<file path="src/rtl/quick_add_round_ctrl.sv">
// Round sequencer for the two-player Quick Add game: times each phase with the external
// 6-bit counter, arbitrates buzzers, keeps score. Optional wrong-buzz penalty: QUICK_ADD_PENALTY_EN.
module quick_add_round_ctrl #(
    parameter int SHOW_TICKS    = 8,
    parameter int TIMEOUT_TICKS = 40,
    parameter int RESULT_TICKS  = 16,
    parameter int SCORE_W       = 4,
    parameter int WIN_SCORE     = 4
) (
    input  logic               clk_in,
    input  logic               reset_n_in,
    input  logic               tick_in,
    input  logic               start_in,
    input  logic               p1_btn_in,
    input  logic               p2_btn_in,
    input  logic               correct_in,
    input  logic [5:0]         time_q_in,
    output logic               time_inc_out,
    output logic               time_clr_out,
    output logic               load_operands_out,
    output logic [2:0]         state_out,
    output logic [1:0]         winner_out,
    output logic [SCORE_W-1:0] p1_score_out,
    output logic [SCORE_W-1:0] p2_score_out,
    output logic               round_done_out,
    output logic               game_over_out
);

    typedef enum logic [2:0] {
        S_IDLE   = 3'd0,
        S_SHOW   = 3'd1,
        S_ARMED  = 3'd2,
        S_RESULT = 3'd3,
        S_DONE   = 3'd4
    } state_e;

`ifdef QUICK_ADD_PENALTY_EN
    localparam bit PENALTY_EN = 1'b1;
`else
    localparam bit PENALTY_EN = 1'b0;
`endif

    localparam logic [5:0]         SHOW_LAST    = 6'(SHOW_TICKS - 1);
    localparam logic [5:0]         TIMEOUT_LAST = 6'(TIMEOUT_TICKS - 1);
    localparam logic [5:0]         RESULT_LAST  = 6'(RESULT_TICKS - 1);
    localparam logic [SCORE_W-1:0] SCORE_MAX    = '1;
    localparam logic [SCORE_W-1:0] WIN          = SCORE_W'(WIN_SCORE);

    function automatic logic [SCORE_W-1:0] sat_inc(input logic [SCORE_W-1:0] v);
        return (v == SCORE_MAX) ? v : v + 1'b1;
    endfunction

    function automatic logic [SCORE_W-1:0] sat_dec(input logic [SCORE_W-1:0] v);
        return (v == '0) ? v : v - 1'b1;
    endfunction

    state_e             state_q, state_d;
    logic               prio_q, prio_d;  // 0: P1 wins a tie, 1: P2 wins a tie
    logic [1:0]         winner_q, winner_d;
    logic [SCORE_W-1:0] p1_score_q, p1_score_d;
    logic [SCORE_W-1:0] p2_score_q, p2_score_d;
    logic               round_done_q, round_done_d;
    logic               time_inc_q, time_inc_d;
    logic               time_clr_q, time_clr_d;
    logic               load_q, load_d;
    logic               game_over_q, game_over_d;

    logic any_press;
    logic p1_presser;

    always_comb begin
        any_press  = p1_btn_in | p2_btn_in;
        p1_presser = p1_btn_in & (~p2_btn_in | ~prio_q);

        state_d      = state_q;
        prio_d       = prio_q;
        winner_d     = winner_q;
        p1_score_d   = p1_score_q;
        p2_score_d   = p2_score_q;
        round_done_d = 1'b0;
        load_d       = 1'b0;

        case (state_q)
            S_IDLE: begin
                if (start_in) begin
                    state_d = S_SHOW;
                    load_d  = 1'b1;
                end
            end
            S_SHOW: begin
                if (tick_in && time_q_in == SHOW_LAST) state_d = S_ARMED;
            end
            S_ARMED: begin
                // A press in the timeout cycle still wins, so it is checked first.
                if (any_press) begin
                    state_d      = S_RESULT;
                    round_done_d = 1'b1;
                    if (p1_btn_in && p2_btn_in) prio_d = ~prio_q;
                    if (correct_in == p1_presser) begin
                        winner_d   = 2'b01;
                        p1_score_d = sat_inc(p1_score_q);
                        if (PENALTY_EN && !correct_in) p2_score_d = sat_dec(p2_score_q);
                    end else begin
                        winner_d   = 2'b10;
                        p2_score_d = sat_inc(p2_score_q);
                        if (PENALTY_EN && !correct_in) p1_score_d = sat_dec(p1_score_q);
                    end
                end else if (tick_in && time_q_in == TIMEOUT_LAST) begin
                    state_d      = S_RESULT;
                    round_done_d = 1'b1;
                    winner_d     = 2'b00;
                end
            end
            S_RESULT: begin
                if (tick_in && time_q_in == RESULT_LAST) begin
                    winner_d = 2'b00;
                    if (p1_score_q >= WIN || p2_score_q >= WIN) begin
                        state_d = S_DONE;
                    end else begin
                        state_d = S_SHOW;
                        load_d  = 1'b1;
                    end
                end
            end
            S_DONE: begin
                if (start_in) begin
                    state_d    = S_SHOW;
                    load_d     = 1'b1;
                    p1_score_d = '0;
                    p2_score_d = '0;
                    prio_d     = 1'b0;
                end
            end
            default: state_d = S_IDLE;
        endcase

        time_clr_d  = (state_d != state_q);
        time_inc_d  = tick_in && !time_clr_d &&
                      (state_q == S_SHOW || state_q == S_ARMED || state_q == S_RESULT);
        game_over_d = (state_d == S_DONE);
    end

    always_ff @(posedge clk_in or negedge reset_n_in) begin
        if (!reset_n_in) begin
            state_q      <= S_IDLE;
            prio_q       <= 1'b0;
            winner_q     <= 2'b00;
            p1_score_q   <= '0;
            p2_score_q   <= '0;
            round_done_q <= 1'b0;
            time_inc_q   <= 1'b0;
            time_clr_q   <= 1'b0;
            load_q       <= 1'b0;
            game_over_q  <= 1'b0;
        end else begin
            state_q      <= state_d;
            prio_q       <= prio_d;
            winner_q     <= winner_d;
            p1_score_q   <= p1_score_d;
            p2_score_q   <= p2_score_d;
            round_done_q <= round_done_d;
            time_inc_q   <= time_inc_d;
            time_clr_q   <= time_clr_d;
            load_q       <= load_d;
            game_over_q  <= game_over_d;
        end
    end

    assign state_out         = state_q;
    assign winner_out        = winner_q;
    assign p1_score_out      = p1_score_q;
    assign p2_score_out      = p2_score_q;
    assign round_done_out    = round_done_q;
    assign time_inc_out      = time_inc_q;
    assign time_clr_out      = time_clr_q;
    assign load_operands_out = load_q;
    assign game_over_out     = game_over_q;

endmodule

</file>
<file path="config.mk">
export PLATFORM = sky130hd
export DESIGN_NAME = quick_add_round_ctrl
export DESIGN_NICKNAME = d
export VERILOG_FILES = /design/src/rtl/quick_add_round_ctrl.sv
export SDC_FILE = /design/constraint.sdc
export NUM_CORES = 1
export LEC_CHECK = 0
export CAP_MARGIN = 20
export CORE_MARGIN = 2
export CORE_UTILIZATION = 47
export CTS_CLUSTER_DIAMETER = 100
export DETAILED_ROUTE_END_ITERATION = 7
export PLACE_DENSITY = 0.86
export SLEW_MARGIN = 40
export SYNTH_ARGS = -nofsm -noshare
export SYNTH_HDL_FRONTEND = slang
export SYNTH_SLANG_ARGS = --single-unit
</file>
<file path="constraint.sdc">
create_clock -name clk_in -period 2 [get_ports clk_in]
set_input_delay 0.2 -clock clk_in [delete_from_list [all_inputs] [get_ports clk_in]]
set_output_delay 0.2 -clock clk_in [all_outputs]
set_load 0.005 [all_outputs]
</file>
==> results.tsv <==
metric	value	unit
status	finished, final reports clean	
global-route wire length before repair	4705	µm
count leader, synth	dfrtp_1	
met1 WL	1187	µm
DR pass1 iterations	4	
Clock Skew	0.002953	ns
final setup fails	0	
post-CTS setup buffer count	0	
worst rel slew slack	0.7605	
#FFs+latches synth	19	
Die W	52.51	µm
Period minus WS final	1.842	ns
setup ws final	0.1577	ns
type of destination of the critical path	register	
die height	52.51	µm
dpl hpwl	2196	µm
footprint of the multi-input gates	609.3	µm²
number of synthesized flops with an enable pin	0	
Fin Setup TNS	0	ns
Yosys top cell by area	dfrtp_1	
I/O pins	31	
placed cell area	0.001525	mm²
slew of the pin with the lowest slew margin	0.3585	ns
Peak VDD IR	808.5	µV
arrival time worst endpoint	2.04	ns
GPL Wtd Cong	0.8835	
CTS Buffer Depth	2	
Total Die Area	0.002757	mm²
ANT cells	0	
Iter 0 DRT Violations	26	
Syn Area/Cell	9.295	µm²
root buffer selected by CTS	clkbuf_4	
DR WL/cell	14.69	µm
Final nets	179	
final slew viol count	0	
leakage	0.6695	nW
vias per cell	5.728	
H-Tree Depth	1	
post-synthesis cell area	0.001106	mm²
switching power share of the total	0.3613	
RSZ-0062 raised after global routing	no	
Finished Layout Cells	191	
Post-synth top cells	19 x dfrtp_1, 13 x nand2_1, 12 x nor2_1	
crit path max fanout	11	
area grow syn2layout	41.29	%
wirelength, routed	2805	µm
routed length on met3	109	µm
pre-CTS WS	-0.1496	ns
Crit Path Category	reg2reg	
vias in the first global route	1067	
Power Density	984.6	mW/mm²
Synth cell types	37	
Synth top area share	0.4299	
fraction of layout cells with a size suffix above 1	0.1840	
Post-DRT Antenna Nets	0	
fill cell count	191	
Residual DRC	0	
Async SR Flop Fraction	1.000	
clock transition at the registers of the reported paths	0.11	ns
via count	1094	
Inst Count DP	187	
Gate Count Post-Synth	119	
number of core rows	17	
Routed met2 length	1472	µm
worst min path class	in2async	
port bufs	30	
Power Internal	0.9828	mW
Post-synth top flop	dfrtp_1	
max cap viols	0	
All-Layer GR Usage	0.2332	
fmax	542.8	MHz
register area share after synthesis	0.4299	
Fin. Hold Viols	0	
top area cells in the synthesized netlist	dfrtp_1 43%, nand2_1 4.4%, nor2_1 4.1%	
period utilisation layout	0.9212	
Clk pwr share	0.131	
DR top layer	met4	
initial antenna violation count	0	
Clock Latency Late Sink	0.30	ns
Design Area, Final	0.001563	mm²
Ys Warns	0	
clock sinks	19	
CTS tree	built	
grt ovf	0	
Seq pwr share	0.392	
Core ar.	0.002212	mm²
Initial Util	0.5000	
Num CTS Buffers	3	
largest net degree at the start of global routing	20	
Hold Buf Count CTS	0	
critical path required time	2.20	ns
Net Switching	0.5560	mW
Storage cell area	475.5	µm²
Logic pwr share	0.477	
Setup crit start kind	register	
Syn Nets	134	
cell usage in the layout (no fill, tap or decap), types with 2 or more instances in the layout:
cell	n
inv_1	5
o22ai_1	2
mux2_2	3
nand4_1	2
clkbuf_4	3
and2_1	2
nand3_1	8
ha_1	2
o31ai_1	4
o21ai_1	2
clkdlybuf4s50_1	30
dfrtp_1	19
a21oi_1	2
o21ai_0	8
or4_1	2
nor2_1	12
nor2b_1	4
o21a_1	2
o31a_1	2
nor3_1	3
nor4_1	2
buf_4	13
nand2_1	12
critical path: stages, from the launching register on:
cell	delay [ns]
dfrtp_1	0.50
nand2b_1	0.20
o21ai_1	0.23
nand2_2	0.19
nor3_2	0.26
mux2_2	0.36
repair_timing:
action,4_1_cts,5_1_grt
hold endpoints to repair,0,0
endpoints found under the setup margin,1,3
gates resized for setup,1,2
path summary, 6_finish.rpt:
| kind | start | end | depth (start not counted) | slack (ns) |
|---|---|---|---|---|
| min in group clk_in | winner_out[1] | winner_out[1] | 2 | 0.53 |
| worst max register to register | state_out[2] | p2_score_out[3] | 5 | 0.16 |
| worst min-delay path | reset_n_in | winner_out[0] | 2 | 0.21 |
| worst max-delay path | state_out[2] | p2_score_out[3] | 5 | 0.16 |
| worst min register to register | winner_out[1] | winner_out[1] | 2 | 0.53 |
| max in group asynchronous | reset_n_in | p2_score_out[1] | 2 | 1.58 |
registers in the layout (all words and copies together), names as in the netlist:
name               flops
p1_score_out           4
game_over_out          1
winner_out             2
time_inc_out           1
load_operands_out      1
state_out              3
prio_q                 1
p2_score_out           4
time_clr_out           1
round_done_out         1
power by group through the flow:
stage / Clock, mW / Sequential (mW) / Combinational, mW
2_1_floorplan: 0 / 0.602 / 0.350
3_3_place_gp: 0 / 0.598 / 0.694
3_5_place_dp: 0 / 0.607 / 0.725
4_1_cts: 0.203 / 0.601 / 0.730
5_1_grt: 0.223 / 0.620 / 0.800
6_report: 0.202 / 0.603 / 0.734
routing by layer:
metal,global-route usage,up-vias
met2,0.4063,34
met3,0.04000,6
met5,0,-
met1,0.2769,523
met4,0.1068,0
li1,-,531
kinds of logic (layout without fill, tap and decap cells):
kind of cell | Yosys count | in the layout | synth area share
and+or+nand+nor | 55 | 55 | 0.2624
AOI/OAI and AO/OA | 31 | 31 | 0.2104
DFF | 19 | 19 | 0.4299
buffers and inverters | 8 | 52 | 0.02941
muxes | 3 | 3 | 0.03054
adders and majority gates | 2 | 2 | 0.02262
xor gates and xnor gates | 1 | 1 | 0.01471
final cells by class:
cell class              count  area share
flip-flops and latches     19      0.3042
clock buffers               4     0.01681
well taps                  28     0.02242
repair buffers             43      0.2546
inverters                   5     0.01201
multi-input cells          92      0.3899
through the flow:
step           power, mW    util  hold slack [ns]
2_1_floorplan     0.9528       -         -0.09559
3_3_place_gp       1.292  0.6895           0.4962
3_5_place_dp       1.332  0.6895           0.4970
4_1_cts            1.534  0.7036           0.2247
5_1_grt            1.642  0.7064           0.2282
6_report           1.539  0.7064           0.2102
(Power assumes the default switching activity.)
